<file path="src/rtl/alu_control_mc_if.sv">
// alu_control_mc_if
//   Groups the request handshake, result and sequencing signals of the
//   LEGv8 multi-cycle ALU control unit.
//   master : the requester (main control / testbench) that drives the request
//   slave  : the ALU control unit itself
//   Request : In_Valid, ALU_Op, Op_Code, Flush    (master -> slave)
//   Result  : In_Ready, ALU_In, Out_Valid, Illegal, Busy, Mul_Start,
//             Div_Start                           (slave -> master)
interface alu_control_mc_if #(
  parameter int OPCODE_W = 11,
  parameter int CTRL_W   = 4
);
  logic                In_Valid;
  logic                In_Ready;
  logic [1:0]          ALU_Op;
  logic [OPCODE_W-1:0] Op_Code;
  logic                Flush;
  logic [CTRL_W-1:0]   ALU_In;
  logic                Out_Valid;
  logic                Illegal;
  logic                Busy;
  logic                Mul_Start;
  logic                Div_Start;

  modport master (
    output In_Valid, ALU_Op, Op_Code, Flush,
    input  In_Ready, ALU_In, Out_Valid, Illegal, Busy, Mul_Start, Div_Start
  );

  modport slave (
    input  In_Valid, ALU_Op, Op_Code, Flush,
    output In_Ready, ALU_In, Out_Valid, Illegal, Busy, Mul_Start, Div_Start
  );
endinterface

</file>
<file path="src/rtl/alu_control_mc.sv">
// alu_control_mc
//   Registered ALU control unit for the multi-cycle LEGv8 datapath. Decodes
//   ALU_Op plus the R-format opcode into the ALU control word and sequences
//   the iterative MUL / UDIV units with a countdown timer.
//   Clk      : rising-edge clock
//   Reset_n  : asynchronous active-low reset
//   bus      : request/result bundle (slave side), see alu_control_mc_if
//
//   state | meaning
//   ------+----------------------------------------------------------------
//   IDLE  | ready for a request; single-cycle results return on next edge
//   MULTI | MUL/UDIV in flight; counter runs down to the result edge
module alu_control_mc #(
  parameter int OPCODE_W = 11,
  parameter int CTRL_W   = 4,
  parameter int MUL_LAT  = 4,
  parameter int DIV_LAT  = 16,
  parameter int CNT_W    = 5
) (
  input  logic                 Clk,
  input  logic                 Reset_n,
  alu_control_mc_if.slave      bus
);

  typedef enum logic [0:0] {
    IDLE  = 1'b0,
    MULTI = 1'b1
  } state_t;

  localparam logic [CTRL_W-1:0] CODE_AND  = CTRL_W'(4'b0000);
  localparam logic [CTRL_W-1:0] CODE_ORR  = CTRL_W'(4'b0001);
  localparam logic [CTRL_W-1:0] CODE_ADD  = CTRL_W'(4'b0010);
  localparam logic [CTRL_W-1:0] CODE_SUB  = CTRL_W'(4'b0110);
  localparam logic [CTRL_W-1:0] CODE_PASS = CTRL_W'(4'b0111);
  localparam logic [CTRL_W-1:0] CODE_MUL  = CTRL_W'(4'b1000);
  localparam logic [CTRL_W-1:0] CODE_DIV  = CTRL_W'(4'b1001);
  localparam logic [CTRL_W-1:0] CODE_ILL  = CTRL_W'(4'b1111);

  localparam logic [10:0] OPC_MUL  = 11'b10011011000;
  localparam logic [10:0] OPC_UDIV = 11'b10011010110;

  localparam logic [CNT_W-1:0] MUL_CNT_INIT = CNT_W'(MUL_LAT - 2);
  localparam logic [CNT_W-1:0] DIV_CNT_INIT = CNT_W'(DIV_LAT - 2);

  state_t              state_q, state_d;
  logic [CNT_W-1:0]    cnt_q, cnt_d;
  logic [CTRL_W-1:0]   alu_in_q, alu_in_d;
  logic                out_valid_q, out_valid_d;
  logic                illegal_q, illegal_d;
  logic                mul_start_q, mul_start_d;
  logic                div_start_q, div_start_d;

  logic [CTRL_W-1:0]   dec_code;
  logic                dec_ill;
  logic                dec_mul;
  logic                dec_div;
  logic                in_ready;
  logic                accept;
  logic [10:0]         opc;

  assign opc = bus.Op_Code[10:0];

  // Decode. The X-safe structure matters: an unknown ALU_Op lands in the
  // default arm and an unknown opcode fails every equality test, so both
  // fall through to the illegal code instead of keeping a stale value.
  always_comb begin
    dec_code = CODE_ILL;
    dec_ill  = 1'b1;
    dec_mul  = 1'b0;
    dec_div  = 1'b0;
    case (bus.ALU_Op)
      2'b00: begin
        dec_code = CODE_ADD;
        dec_ill  = 1'b0;
      end
      2'b01: begin
        dec_code = CODE_PASS;
        dec_ill  = 1'b0;
      end
      2'b10: begin
        if (opc == OPC_MUL) begin
          dec_code = CODE_MUL;
          dec_ill  = 1'b0;
          dec_mul  = 1'b1;
        end else if (opc == OPC_UDIV) begin
          dec_code = CODE_DIV;
          dec_ill  = 1'b0;
          dec_div  = 1'b1;
        end else if (opc[10:9] == 2'b11) begin
          dec_code = CODE_SUB;
          dec_ill  = 1'b0;
        end else if (opc[10:8] == 3'b101) begin
          dec_code = CODE_ORR;
          dec_ill  = 1'b0;
        end else if (opc[10:3] == 8'b10001010) begin
          dec_code = CODE_AND;
          dec_ill  = 1'b0;
        end else if (opc[10:3] == 8'b10001011) begin
          dec_code = CODE_ADD;
          dec_ill  = 1'b0;
        end
      end
      default: ;
    endcase
  end

  assign in_ready = (state_q == IDLE);
  assign accept   = bus.In_Valid & in_ready & ~bus.Flush;

  always_comb begin
    state_d     = state_q;
    cnt_d       = cnt_q;
    alu_in_d    = alu_in_q;
    illegal_d   = illegal_q;
    out_valid_d = 1'b0;
    mul_start_d = 1'b0;
    div_start_d = 1'b0;
    case (state_q)
      IDLE: begin
        if (accept) begin
          alu_in_d  = dec_code;
          illegal_d = dec_ill;
          if (dec_mul) begin
            state_d     = MULTI;
            cnt_d       = MUL_CNT_INIT;
            mul_start_d = 1'b1;
          end else if (dec_div) begin
            state_d     = MULTI;
            cnt_d       = DIV_CNT_INIT;
            div_start_d = 1'b1;
          end else begin
            out_valid_d = 1'b1;
          end
        end
      end
      MULTI: begin
        // Flush is checked first so an abort on the terminal-count cycle
        // still suppresses the result.
        if (bus.Flush) begin
          state_d = IDLE;
          cnt_d   = '0;
        end else if (cnt_q == '0) begin
          state_d     = IDLE;
          out_valid_d = 1'b1;
        end else begin
          cnt_d = cnt_q - 1'b1;
        end
      end
      default: begin
        state_d = IDLE;
        cnt_d   = '0;
      end
    endcase
  end

  always_ff @(posedge Clk or negedge Reset_n) begin
    if (!Reset_n) begin
      state_q     <= IDLE;
      cnt_q       <= '0;
      alu_in_q    <= '0;
      out_valid_q <= 1'b0;
      illegal_q   <= 1'b0;
      mul_start_q <= 1'b0;
      div_start_q <= 1'b0;
    end else begin
      state_q     <= state_d;
      cnt_q       <= cnt_d;
      alu_in_q    <= alu_in_d;
      out_valid_q <= out_valid_d;
      illegal_q   <= illegal_d;
      mul_start_q <= mul_start_d;
      div_start_q <= div_start_d;
    end
  end

  assign bus.In_Ready  = in_ready;
  assign bus.Busy      = (state_q == MULTI);
  assign bus.ALU_In    = alu_in_q;
  assign bus.Out_Valid = out_valid_q;
  assign bus.Illegal   = illegal_q;
  assign bus.Mul_Start = mul_start_q;
  assign bus.Div_Start = div_start_q;

endmodule

</file>
<file path="src/flat_wrapper.sv">
// flat-port wrapper written by rule: the top's interface ports become plain ports
module alu_control_mc_flat 
#(
  parameter int OPCODE_W = 11,
  parameter int CTRL_W   = 4,
  parameter int MUL_LAT  = 4,
  parameter int DIV_LAT  = 16,
  parameter int CNT_W    = 5
)
  (Clk, Reset_n, bus_In_Valid, bus_ALU_Op, bus_Op_Code, bus_Flush, bus_In_Ready, bus_ALU_In, bus_Out_Valid, bus_Illegal, bus_Busy, bus_Mul_Start, bus_Div_Start);
  alu_control_mc_if #(.OPCODE_W(OPCODE_W), .CTRL_W(CTRL_W)) bus_i ();
  input  logic Clk;
  input  logic Reset_n;
  input wire logic [$bits(bus_i.In_Valid)-1:0] bus_In_Valid;
  input wire logic [$bits(bus_i.ALU_Op)-1:0] bus_ALU_Op;
  input wire logic [$bits(bus_i.Op_Code)-1:0] bus_Op_Code;
  input wire logic [$bits(bus_i.Flush)-1:0] bus_Flush;
  output wire logic [$bits(bus_i.In_Ready)-1:0] bus_In_Ready;
  output wire logic [$bits(bus_i.ALU_In)-1:0] bus_ALU_In;
  output wire logic [$bits(bus_i.Out_Valid)-1:0] bus_Out_Valid;
  output wire logic [$bits(bus_i.Illegal)-1:0] bus_Illegal;
  output wire logic [$bits(bus_i.Busy)-1:0] bus_Busy;
  output wire logic [$bits(bus_i.Mul_Start)-1:0] bus_Mul_Start;
  output wire logic [$bits(bus_i.Div_Start)-1:0] bus_Div_Start;
  assign bus_i.In_Valid = bus_In_Valid;
  assign bus_i.ALU_Op = bus_ALU_Op;
  assign bus_i.Op_Code = bus_Op_Code;
  assign bus_i.Flush = bus_Flush;
  assign bus_In_Ready = bus_i.In_Ready;
  assign bus_ALU_In = bus_i.ALU_In;
  assign bus_Out_Valid = bus_i.Out_Valid;
  assign bus_Illegal = bus_i.Illegal;
  assign bus_Busy = bus_i.Busy;
  assign bus_Mul_Start = bus_i.Mul_Start;
  assign bus_Div_Start = bus_i.Div_Start;
  alu_control_mc #(.OPCODE_W(OPCODE_W), .CTRL_W(CTRL_W), .MUL_LAT(MUL_LAT), .DIV_LAT(DIV_LAT), .CNT_W(CNT_W)) u_core (.Clk(Clk), .Reset_n(Reset_n), .bus(bus_i));
endmodule
</file>
<file path="config.mk">
export PLATFORM = sky130hd
export DESIGN_NAME = alu_control_mc_flat
export DESIGN_NICKNAME = d
export VERILOG_FILES = /design/src/rtl/alu_control_mc_if.sv /design/src/rtl/alu_control_mc.sv /design/src/flat_wrapper.sv
export SDC_FILE = /design/constraint.sdc
export NUM_CORES = 1
export LEC_CHECK = 0
export CAP_MARGIN = 15
export CELL_PAD_IN_SITES_DETAIL_PLACEMENT = 1
export CELL_PAD_IN_SITES_GLOBAL_PLACEMENT = 1
export CORE_UTILIZATION = 30
export DETAILED_ROUTE_END_ITERATION = 16
export PLACE_DENSITY_LB_ADDON = 0.1
export RECOVER_POWER = 25
export SLEW_MARGIN = 5
export SYNTH_ARGS = -nofsm -noshare
export SYNTH_HDL_FRONTEND = slang
export SYNTH_SLANG_ARGS = --single-unit
</file>
<file path="constraint.sdc">
create_clock -name Clk -period 1.7 [get_ports Clk]
set_input_delay 0.34 -clock Clk [delete_from_list [all_inputs] [get_ports Clk]]
set_output_delay 0.34 -clock Clk [all_outputs]
set_load 0.01 [all_outputs]
</file>
* Word-level counts from Yosys, hierarchy flattened
Cells that the tools add are included.
Word-level totals: logic and storage cells 71, register bits after elaboration 14
Operators by class: reductions and logical operators 5, eq/ne operators 11, add/sub/neg operators 1, bitwise gates (word level) 4, multiplexer cells 43
Operators by type and width (count):
- $mux 1 | 27
- $mux 5 | 5
- $mux 4 | 6
- $eq 11x11->1 const B | 2
- $eq 8x8->1 const B | 2
- $pmux 4 s3 | 1
- $pmux 5 s2 | 1
- $pmux 1 s2 | 3
- $logic_not 5->1 | 1
- $sub 5x1->5 const B | 1
- $eq 2x2->1 const B | 2
- $eq 3x3->1 const B | 1
- $ne 3x1->1 const B | 1
- $ne 3x3->1 const B | 1
- $reduce_and 3->1 | 1
- $and 1x1->1 | 2
- $eq 2x1->1 const B | 1
- $logic_not 2->1 | 1
- $ne 2x2->1 const B | 1
- $not 1->1 | 2
- $reduce_and 2->1 | 1
- $reduce_or 2->1 | 1

* Depth between registers and ports, before layout
Gate-level depths: netlist (run 1).
depth after elaboration 8, mapped depth 6, mapped depth without buffers 6

* Worst setup path after synthesis (run 1)
Ideal clock, no wire load.
path kind reg-to-reg, start point reg u_core.cnt_q[0], end point reg u_core.cnt_q[1], clock period less this slack 1554 ps, arrival time 1429 ps, path slack 146 ps, cell stages (with the launch flop) 7, required time 1575 ps, path through dfrtp_1 inv_1 ha_1 nor4b_2 nand2b_2 o2bb2ai_4 mux2_4
Between the ends: longest elaborated chain between the ends 4
Ends and longest elaborated chain:
- start, declared | RTL line alu_control_mc.sv:46 | logic [CNT_W-1:0] cnt_q, cnt_d;
- start signal, assigned | RTL line alu_control_mc.sv:167 | cnt_q <= cnt_d;
- $sub 5x1->5 | RTL line alu_control_mc.sv:146 | cnt_d = cnt_q - 1'b1;
- $mux 5 | RTL line alu_control_mc.sv:142 | end else if (cnt_q == '0) begin
- $mux 5 | RTL line alu_control_mc.sv:139 | if (bus.Flush) begin
- $pmux 5 s2 | RTL line alu_control_mc.sv:118 | case (state_q)
Parallel ways exist; a longest one is shown, timed or not. The select of a mux whose other input is x is not followed. A chain may end at the register's enable or synchronous reset.

* Worst setup path in the final report (run 1)
start point reg u_core.cnt_q[0], end point reg u_core.cnt_q[4]
The elaborated chain is that of the path after synthesis.

==> out/metrics.json, run 1 <==
{
  "run_status": "complete, but fails checks",
  "failed_checks": "negative setup slack",
  "fmax_mhz": 588,
  "violation_count_after_the_first_detailed_route_iteration": 12,
  "synthDistinctLibCells": 35,
  "critPathSlowestCell": "dfrtp_1",
  "critical_path.cell_chain": "inv_1 > buf_4 > ha_2 > or3b_4 > nor4_2 > a21oi_1 > o21ai_0",
  "viasPerCell": 5.08,
  "wl_met1_um": 1240,
  "worst-path-buf-inv": 2,
  "stdcell_count": 178,
  "share_of_power_burned_in_combinational_logic_pct": 22.4,
  "ant_nets": 0,
  "critical_path.endpoint_type": "flip-flop",
  "sequential_to_total_area_share_from_yosys_stat_pct": 39.6,
  "ctsHtreeMaxLevel": 1,
  "tritoncts": "done",
  "relSlewSlack_pct": 47.8,
  "layout.nets": 167,
  "detailedPlacementHpwl_um": 2020,
  "sw_frac_of_total_pct": 25.9,
  "top_layer_used": "met4",
  "irDropWorstVdd_mv": 0.363,
  "final_hold_fails": 0,
  "worstMarginPinSlew_ns": 0.784,
  "place.port_buffers": 26,
  "start_kind": "flip-flop",
  "initial_utilization_pct": 31.8,
  "wl_um": 2680,
  "multiInputGateArea_um2": 523,
  "design.die.area_mm2": 0.00317,
  "ys.warnings.count": 0,
  "critical_path.top_delay_family": "simple AND/OR/NAND/NOR gates",
  "die_w_um": 56.3,
  "syn-num-nets": 110,
  "grt_setup_unrepaired": "yes",
  "hold_path.class": "reg2reg",
  "clockRootBuffer": "clkbuf_4",
  "clock_insertion_delay_at_the_later_pin_of_the_skew_report_ns": 0.29,
  "static-leakage-power_nw": 0.603,
  "groute.usage.overall_pct": 18.2,
  "num_io_pins": 27,
  "ys_ff_latch": 14,
  "netlist_area_um2": 885,
  "met3_length_um": 110,
  "cp.arrival_ns": 1.91,
  "antenna-diode-count": 0,
  "areaGrowthSynthToFinish_pct": 63.1,
  "synth.top_cells.by_count": "dfrtp_1, o21ai_0, nand2_1, inv_1, nor2_1",
  "drv.max_cap_violation_count": 0,
  "slew_violations": 0,
  "critPathKind": "reg2reg",
  "grt_start_max_net_pins": 15,
  "pwr-share-clk_pct": 32.1,
  "global_route_wire_length_before_repair_um": 4450,
  "rows": 19,
  "synth_edf_count": 0,
  "place_congestion": 0.790,
  "regToRegSetupSlack_ns": -0.002,
  "cells_after_synthesis": 91,
  "number_of_remaining_drc_errors": 0,
  "finalSetupViolCount": 1,
  "core_footprint_mm2": 0.00278,
  "post_cts_hold_buffer_count": 0,
  "critical_path.max_fanout": 3,
  "grt_antenna_before_repair": 0,
  "final.fill_count": 335,
  "period_share_pct": 100,
  "via_count": 905,
  "synth_top_cells_by_area": "dfrtp_1, o21ai_0, nand2_1",
  "seq_power_share_pct": 45.5,
  "netlist.top_cell.by_area": "dfrtp_1",
  "post-route-worst-setup-slack_ns": -0.00167,
  "synthMostInstantiatedCell": "dfrtp_1",
  "detailedRoute.firstPassIterationCount": 4,
  "power.internal_w": 0.000587,
  "p_per_area_mw_per_mm2": 549,
  "place_inst": 171,
  "seqCellArea_um2": 352,
  "postSynthAreaPerCell_um2": 9.72,
  "grt_pass1_vias": 950,
  "synth_top_cell_area_share_pct": 39.6,
  "maximum_buffer_depth_of_the_clock_tree": 2,
  "worst-endpoint-required_ns": 1.90,
  "met2_wire_length_um": 1270,
  "chipHeight_um": 56.3,
  "gr-total-overflow": 0,
  "finish.instance_area_mm2": 0.00144,
  "net-switching-power_w": 0.000205,
  "cts_inserted_buffers": 3,
  "report.power.total_w": 0.000792,
  "most_used_flip_flop_cell_after_synthesis": "dfrtp_1",
  "min_period_ns": 1.70,
  "stage_delay_of_the_slowest_cell_on_the_critical_path_ns": 0.40,
  "async_reset_ff_share_pct": 100,
  "skew_ns": 0.00647,
  "place_area_mm2": 0.00136,
  "wl_per_cell_um": 15.0,
  "clk_transition_reported_paths_ns": 0.10,
  "placement_setup_slack_ns": -0.210,
  "finalCoreUtilization_pct": 51.9,
  "clkSinkCount": 14,
  "drive_above_1_share_pct": 33.3
}
worst register-to-register path, delay by kind of cell, from the launching register on:
kind	cells	cell delay [ns]
compound gates	2	0.14
simple gates	2	0.64
flops	1	0.40
buf+inv	2	0.25
fa+ha+maj	1	0.19
registers in the layout, indices dropped and copies added, names as in the netlist:
signal / cells
u_core.cnt_q: 5
u_core.bus.ALU_In: 4
u_core.bus.Busy: 1
u_core.bus.Div_Start: 1
u_core.bus.Illegal: 1
u_core.bus.Mul_Start: 1
u_core.bus.Out_Valid: 1
routing by layer:
layer | vias up | GRT usage (%)
li1 | 443 | -
met1 | 425 | 23.9
met2 | 31 | 29.4
met3 | 6 | 3.00
met4 | 0 | 8.01
met5 | - | 0
worst paths after layout:
path / from / endpoint / cells after the start
min in group asynchronous: Reset_n / u_core.bus.ALU_In[2] / 2
hold / removal: u_core.bus.ALU_In[2] / u_core.bus.ALU_In[2] / 2
hold reg to reg: u_core.bus.ALU_In[2] / u_core.bus.ALU_In[2] / 2
setup reg to reg: u_core.cnt_q[0] / u_core.cnt_q[4] / 7
setup / recovery: u_core.cnt_q[0] / u_core.cnt_q[4] / 7
max in group asynchronous: Reset_n / u_core.bus.Busy / 2
stage by stage:
step / hold WS (ns) / setup TNS, ns
detailed placement: 0.518 / -1.47
global route: 0.572 / -0.203
finish: 0.535 / -0.00167
global placement: 0.509 / -1.16
floorplan: 0.0444 / 0
CTS: 0.360 / 0
cell type report:
| cell class | count | share of cell area [%] |
|---|---|---|
| timing repair buffer | 54 | 32.4 |
| multi-input combinational | 68 | 36.3 |
| clock buffer | 4 | 2.52 |
| sequential | 14 | 24.4 |
| inverter | 7 | 1.82 |
| tap | 31 | 2.69 |
power groups by stage:
stage / logic, W / clock network [W] / registers (W)
detailed placement: 0.000178 / 0 / 0.000367
global placement: 0.000175 / 0 / 0.000366
floorplan: 0.0000481 / 0 / 0.000374
finish: 0.000177 / 0.000255 / 0.000361
global route: 0.000195 / 0.000277 / 0.000364
CTS: 0.000179 / 0.000260 / 0.000361
layout by cell type, fill, tap and decap left out, types with 2 or more instances in the layout:
master / netlist / final
a21oi_1: 4 / 4
a31oi_1: 3 / 3
and4bb_2: 2 / 2
buf_4: 1 / 27
clkbuf_4: 0 / 3
clkdlybuf4s50_1: 0 / 25
dfrtp_1: 14 / 13
ha_2: 0 / 2
inv_1: 7 / 7
mux2_4: 2 / 2
nand2_1: 9 / 9
nand2b_1: 2 / 2
nand3_1: 3 / 3
nor2_1: 7 / 7
nor2b_1: 2 / 2
o21ai_0: 10 / 10
o22ai_1: 2 / 2
cell families (layout without fill, tap and decap cells):
kind of cell | after synthesis | count (layout) | share of synthesized area [%]
AO/OA/AOI/OAI | 26 | 26 | 21.9
XOR/XNOR | 1 | 1 | 0.990
buffers and inverters | 9 | 65 | 4.39
multiplexers | 2 | 2 | 3.39
adder cells (fa/ha/maj) | 2 | 2 | 2.83
flip-flops | 14 | 14 | 39.6
AND/OR/NAND/NOR | 37 | 37 | 26.9
repair_timing:
action / in CTS / in global routing
buffers inserted: 1 / 2
pin swaps: 0 / 1
hold endpoints to repair: 0 / 0
setup endpoints to repair: 2 / 5
resized for setup: 1 / 6
(Power assumes the default switching activity.)
==> run 2, diff against run 1 <==
--- a/config.mk
+++ b/config.mk
@@ -10,6 +10,7 @@
 export CELL_PAD_IN_SITES_GLOBAL_PLACEMENT = 1
 export CORE_UTILIZATION = 30
 export DETAILED_ROUTE_END_ITERATION = 16
+export HOLD_SLACK_MARGIN = 0.1
 export PLACE_DENSITY_LB_ADDON = 0.1
 export RECOVER_POWER = 25
 export SLEW_MARGIN = 5
==> results of run 2 <==
The final DEF is identical to that of run 1; final timing and power are the same.
==> run 3, diff against run 2 <==
--- a/config.mk
+++ b/config.mk
@@ -10,6 +10,7 @@
 export CELL_PAD_IN_SITES_GLOBAL_PLACEMENT = 1
 export CORE_UTILIZATION = 30
 export DETAILED_ROUTE_END_ITERATION = 16
+export GPL_ROUTABILITY_DRIVEN = 0
 export HOLD_SLACK_MARGIN = 0.1
 export PLACE_DENSITY_LB_ADDON = 0.1
 export RECOVER_POWER = 25
==> results of run 3 <==
The final DEF is identical to that of run 1; final timing and power are the same.
